**src/rtl/bus_arb_pkg.sv**
```systemverilog
// Shared types and helpers for the bus arbiter/router: FSM states, arbitration
// mode encodings and the destination-mask decoder.
package bus_arb_pkg;

   typedef enum logic [1:0] {
      S_IDLE,
      S_POP,
      S_CHECK,
      S_PUSH
   } state_e;

   localparam logic MODE_RR   = 1'b0;
   localparam logic MODE_FP   = 1'b1;
   localparam int   MAX_DRVRS = 32;

   // Broadcast wins over a numerically valid ID; with a single driver the
   // broadcast mask collapses to zero and the packet is dropped.
   function automatic logic [MAX_DRVRS-1:0] dest_mask(
      input logic [31:0] id,
      input logic [4:0]  src,
      input int          n_drvrs,
      input logic [31:0] bcast
   );
      logic [31:0] all_m;
      all_m = (n_drvrs >= MAX_DRVRS) ? '1 : ((32'd1 << n_drvrs) - 32'd1);
      if (id == bcast) begin
         return all_m & ~(32'd1 << src);
      end else if (id < 32'(n_drvrs)) begin
         return 32'd1 << id[4:0];
      end
      return '0;
   endfunction

endpackage

```
**src/rtl/bus_arb_core.sv**
```systemverilog
// Request-to-grant selection: a rotating search starting at rr_ptr for
// round-robin, or a search starting at index 0 for fixed priority.
module bus_arb_core
   import bus_arb_pkg::*;
#(
   parameter int drvrs = 4
) (
   input  logic [drvrs-1:0]         pndng_i,
   input  logic [$clog2(drvrs)-1:0] rr_ptr_i,
   input  logic                     mode_i,
   output logic [$clog2(drvrs)-1:0] grant_o,
   output logic                     valid_o
);

   localparam int IDX_W = $clog2(drvrs);

   logic found;
   int   idx;

   // NOTE: every variable assigned here gets a default first, otherwise
   // synthesis infers a latch for the paths that do not assign it.
   always_comb begin
      grant_o = '0;
      found   = 1'b0;
      idx     = 0;
      valid_o = |pndng_i;
      for (int k = 0; k < drvrs; k++) begin
         if (mode_i == MODE_FP) begin
            idx = k;
         end else begin
            idx = int'(rr_ptr_i) + k;
            if (idx >= drvrs) begin
               idx = idx - drvrs;
            end
         end
         if (!found && pndng_i[IDX_W'(idx)]) begin
            grant_o = IDX_W'(idx);
            found   = 1'b1;
         end
      end
   end

endmodule

```
**src/rtl/bus_arb_router.sv**
```systemverilog
// Shared-bus arbiter/router: pops one packet from a pending driver, decodes its
// destination ID and pushes it to one driver or broadcasts it to all others.
module bus_arb_router
   import bus_arb_pkg::*;
#(
   parameter int              drvrs     = 4,
   parameter int              pckg_sz   = 16,
   parameter int              id_w      = 8,
   parameter logic [id_w-1:0] broadcast = {id_w{1'b1}},
   // Ceiling of the dropped-packet counter; 16'hFFFF in normal use.
   parameter logic [15:0]     drop_sat  = 16'hFFFF
) (
   input  logic                            clk,
   input  logic                            reset,
   input  logic [drvrs-1:0]                pndng,
   input  logic [drvrs-1:0][pckg_sz-1:0]   D_pop,
   output logic [drvrs-1:0]                pop,
   input  logic [drvrs-1:0]                full,
   input  logic                            mode,
   output logic [drvrs-1:0]                push,
   output logic [drvrs-1:0][pckg_sz-1:0]   D_push,
   output logic [15:0]                     drop_cnt,
   output logic                            busy
);

   localparam int IDX_W = $clog2(drvrs);

   state_e             state_q;
   logic [IDX_W-1:0]   rr_ptr_q;
   logic [IDX_W-1:0]   rr_ptr_d;
   logic [IDX_W-1:0]   src_q;
   logic [IDX_W-1:0]   grant_d;
   logic               grant_vld;
   logic [pckg_sz-1:0] pkt_q;
   logic [drvrs-1:0]   mask_q;
   logic [drvrs-1:0]   mask_d;
   logic [drvrs-1:0]   pop_q;
   logic [drvrs-1:0]   push_q;
   logic [15:0]        drop_q;

   bus_arb_core #(
      .drvrs (drvrs)
   ) u_core (
      .pndng_i  (pndng),
      .rr_ptr_i (rr_ptr_q),
      .mode_i   (mode),
      .grant_o  (grant_d),
      .valid_o  (grant_vld)
   );

   // The mask is decoded straight from the head being latched in POP.
   always_comb begin
      rr_ptr_d = (grant_d == IDX_W'(drvrs - 1)) ? '0 : grant_d + IDX_W'(1);
      mask_d   = drvrs'(dest_mask(32'(D_pop[src_q][pckg_sz-1 -: id_w]),
                                  5'(src_q), drvrs, 32'(broadcast)));
   end

   // NOTE: state is updated with non-blocking assignments only, so every
   // branch below sees the register values from before this edge.
   always_ff @(posedge clk) begin
      if (reset) begin
         state_q  <= S_IDLE;
         rr_ptr_q <= '0;
         src_q    <= '0;
         pkt_q    <= '0;
         mask_q   <= '0;
         pop_q    <= '0;
         push_q   <= '0;
         drop_q   <= '0;
      end else begin
         pop_q  <= '0;
         push_q <= '0;
         unique case (state_q)
            S_IDLE: begin
               if (grant_vld) begin
                  pop_q   <= drvrs'(1) << grant_d;
                  src_q   <= grant_d;
                  state_q <= S_POP;
                  if (mode == MODE_RR) begin
                     rr_ptr_q <= rr_ptr_d;
                  end
               end
            end
            S_POP: begin
               pkt_q   <= D_pop[src_q];
               mask_q  <= mask_d;
               state_q <= S_CHECK;
            end
            S_CHECK: begin
               // A broadcast only leaves once every target is free at once.
               if (mask_q == '0) begin
                  if (drop_q != drop_sat) begin
                     drop_q <= drop_q + 16'd1;
                  end
                  state_q <= S_IDLE;
               end else if ((mask_q & full) == '0) begin
                  push_q  <= mask_q;
                  state_q <= S_PUSH;
               end
            end
            S_PUSH: begin
               state_q <= S_IDLE;
            end
            default: begin
               state_q <= S_IDLE;
            end
         endcase
      end
   end

   assign pop      = pop_q;
   assign push     = push_q;
   assign D_push   = {drvrs{pkt_q}};
   assign drop_cnt = drop_q;
   assign busy     = (state_q != S_IDLE);

endmodule

```
**config.mk**
```make
export PLATFORM = sky130hd
export DESIGN_NAME = bus_arb_router
export DESIGN_NICKNAME = d
export VERILOG_FILES = /design/src/rtl/bus_arb_pkg.sv /design/src/rtl/bus_arb_core.sv /design/src/rtl/bus_arb_router.sv
export SDC_FILE = /design/constraint.sdc
export NUM_CORES = 1
export LEC_CHECK = 0
export ABC_AREA = 1
export CAP_MARGIN = 20
export CORE_ASPECT_RATIO = 0.8
export CORE_MARGIN = 5
export CORE_UTILIZATION = 30
export CTS_CLUSTER_DIAMETER = 40
export DETAILED_ROUTE_END_ITERATION = 12
export DONT_BUFFER_PORTS = 1
export SETUP_SLACK_MARGIN = 0.05
export SYNTH_ARGS = -nofsm -noshare
export SYNTH_HDL_FRONTEND = slang
export SYNTH_SLANG_ARGS = --single-unit
```
**constraint.sdc**
```tcl
create_clock -name clk -period 2.27 [get_ports clk]
set_input_delay 0.227 -clock clk [delete_from_list [all_inputs] [get_ports clk]]
set_output_delay 0.227 -clock clk [all_outputs]
set_load 0.01 [all_outputs]
```
==> impl_metrics.env <==
export IMPL_gp_congestion=0.850
export IMPL_path_common_cell="nand2_1"
export IMPL_hold_buffers=2
export IMPL_critPathKind="reg2reg"
export IMPL_grt_pass1_vias=2826
export IMPL_antenna_found_initial=0
export IMPL_synth_nets=565
export IMPL_synth_common_cells="nand2_1 (123), dfxtp_1 (50), buf_4 (49)"
export IMPL_crit_chain="inv_2 > nor2_4 > nand2_1 > nand4_2 > nand2_4 > nor2_4 > nand3_1 > nand2_1 > nand2_1 > a21oi_1"
export IMPL_synth_top_cell_area_share_pct=29.5
export IMPL_grt_max_degree=22
export IMPL_grt_overflow_total=0
export IMPL_die_x_um=129
export IMPL_ctsResizeCount=0
export IMPL_relSlewSlack_pct=61.9
export IMPL_cts_made_buffers=5
export IMPL_irDropWorstVdd_mv=0.299
export IMPL_ys_warn_count=0
export IMPL_dp_hpwl_um=7660
export IMPL_wl_per_cell_um=16.7
export IMPL_finalSetupViolCount=0
export IMPL_avgViaCountPerCell=5.02
export IMPL_critical_path_arrival_ns=2.17
export IMPL_crit_path_start_kind="register"
export IMPL_crit_buf_inv=1
export IMPL_clkSlewWorstSetupHoldPaths_ns=0.07
export IMPL_regArea_um2=1000
export IMPL_syn_instance_count=489
export IMPL_cts_buffer_depth=2
export IMPL_synthTopCellsByArea="dfxtp_1 (30%), nand2_1 (14%), buf_4 (11%), nor2_1 (5.2%), inv_1 (4.3%)"
export IMPL_period_share_pct=85.9
export IMPL_clock_sinks=50
export IMPL_async_reset_ff_share_pct=0
export IMPL_port_buffers=0
export IMPL_finalMaxSlewViolations=0
export IMPL_drt_pass1_iterations=4
export IMPL_end_kind="register"
export IMPL_io_pins=164
export IMPL_root_buffer="clkbuf_16"
export IMPL_period_needed_ns=1.95
export IMPL_fin_skew_ns=0.00420
export IMPL_nets=526
export IMPL_synthMostInstantiatedCell="nand2_1"
export IMPL_finalSetupTns_ns=0
export IMPL_cpLargestDelayFamily="simple AND/OR/NAND/NOR gates"
export IMPL_final_antenna_net_count=0
export IMPL_syn2layout_area_growth_pct=-0.295
export IMPL_start_util_pct=30.9
export IMPL_ys_ff_latch=50
export IMPL_critical_path_max_stage_delay_ns=0.47
export IMPL_die_area_um2=13500
export IMPL_drt_wl_total_um=9940
export IMPL_leakage_nw=1.42
export IMPL_fin_ws_ns=0.319
export IMPL_synth_ff_type="dfxtp_1"
export IMPL_grt_usage_pct=14.1
export IMPL_worst_ep_required_time_ns=2.49
export IMPL_cp_max_fo=17
export IMPL_cts_tree="yes"
export IMPL_powerDensity_nw_per_um2=752
export IMPL_core_area_um2=11000
export IMPL_fillers=1188
export IMPL_fmax_mhz=513
export IMPL_worstMarginPinSlew_ns=0.571
export IMPL_synth_seq_area_share_pct=29.5
export IMPL_rsz0062_at_grt="no"
export IMPL_place_ws_ns=0.321
export IMPL_outcome="finished clean"
export IMPL_synth_area_um2=3390
export IMPL_yosysTopAreaCell="dfxtp_1"
export IMPL_critPathSlowestCell="dfxtp_1"
export IMPL_synth_edf_count=0
export IMPL_rows=34
export IMPL_htree_levels=2
export IMPL_syn_area_per_cell_um2=6.93
export IMPL_drive_above_1_share_pct=13.3
export IMPL_hold_violations=0
export IMPL_grt_pass1_wl_um=15000
export IMPL_vias=2984
export IMPL_netlist_cell_type_count=43
export IMPL_drt_iter0_markers=153
export IMPL_multi_input_area_um2=1750
export IMPL_antennaDiodeCount=0
export IMPL_cts_setup_buffers=0
export IMPL_drv_cap=0
export IMPL_insertion_delay_ns=0.29
export IMPL_drc_errors=0
export IMPL_die_h_um=105
export IMPL_worstHoldPathType="in2reg"
## cells in the final DEF (no fill, tap or decap), drive strengths merged, types with 3 or more instances in the layout
cell type and instances:
nor4 3, a22oi 16, xnor2 4, o211ai 4, nand2 137, o21ai 25
a31oi 8, inv 45, nand4 13, clkbuf 7, nand3 30, buf 13
a21oi 19, dfxtp 50, nor2 55, nor3 5
## path summary, 6_finish.rpt
path / endpoint / startpoint / slack [ns] / cells after the start
setup reg to reg: mask_q[2]$_SDFFE_PP0N_ / src_q[1]$_SDFFE_PP0N_ / 0.32 / 10
hold / removal: src_q[1]$_SDFFE_PP0N_ / reset / 0.04 / 1
hold reg to reg: drop_cnt[4]$_SDFFE_PP0P_ / drop_cnt[4]$_SDFFE_PP0P_ / 0.51 / 2
setup / recovery: mask_q[2]$_SDFFE_PP0N_ / src_q[1]$_SDFFE_PP0N_ / 0.32 / 10
## cell type report
| class | count | area share, % |
|---|---|---|
| multi-input cells | 332 | 51.7 |
| well taps | 144 | 5.33 |
| clock inverters | 1 | 0.259 |
| inverters | 46 | 5.11 |
| flip-flops and latches | 50 | 29.6 |
| clock buffers | 7 | 4.52 |
| repair buffers | 15 | 3.48 |
## sequential cells by signal, indices dropped and copies added, names as in the netlist
register and count:
pkt_q 16, pop 4, push 4, drop_cnt 16, mask_q 4, rr_ptr_q 2, state_q 2, src_q 2
## kinds of logic after synthesis
group / Yosys count / share of synthesized area [%]
fa+ha+maj: 1 / 0.369
simple gates: 245 / 35.1
buf+inv: 107 / 19.0
flops: 50 / 29.5
xor+xnor: 6 / 1.55
compound gates: 80 / 14.4
## worst register-to-register path, delay by kind of cell, from the launching register on
family / cells / cell delay [ns]
AOI/OAI and AO/OA: 1 / 0.12
DFF: 1 / 0.47
buffers and inverters: 1 / 0.09
and+or+nand+nor: 8 / 1.21
## where the power goes
group          switching (mW)  total (mW)  internal, mW
clock network           0.343       0.815         0.472
logic                   0.412       0.617         0.205
registers               0.172        1.11         0.938
## per-stage QoR
step / utilization (%) / area, um2 / power, mW / cells / hold slack [ns]
4_1_cts: 30.8 / 3380 / 2.59 / 595 / 0.0264
2_1_floorplan: - / 3390 / 1.75 / 489 / 0.413
5_1_grt: 30.8 / 3380 / 2.71 / 595 / 0.0173
3_5_place_dp: 29.1 / 3200 / 1.75 / 585 / 0.304
3_3_place_gp: 29.1 / 3200 / 1.73 / 585 / 0.304
6_report: 30.8 / 3380 / 2.54 / 595 / 0.0383
## per-layer routing
layer | up-vias | track usage, % | wire length (um) | part of all wire, %
li1 | 1477 | - | - | -
met1 | 1366 | 17.1 | 4290 | 43
met2 | 132 | 23.9 | 4590 | 46
met3 | 9 | 5.30 | 970 | 9.8
met4 | 0 | 2.70 | 92 | 0.93
met5 | - | 0 | 0 | 0
(Power assumes the default switching activity.)
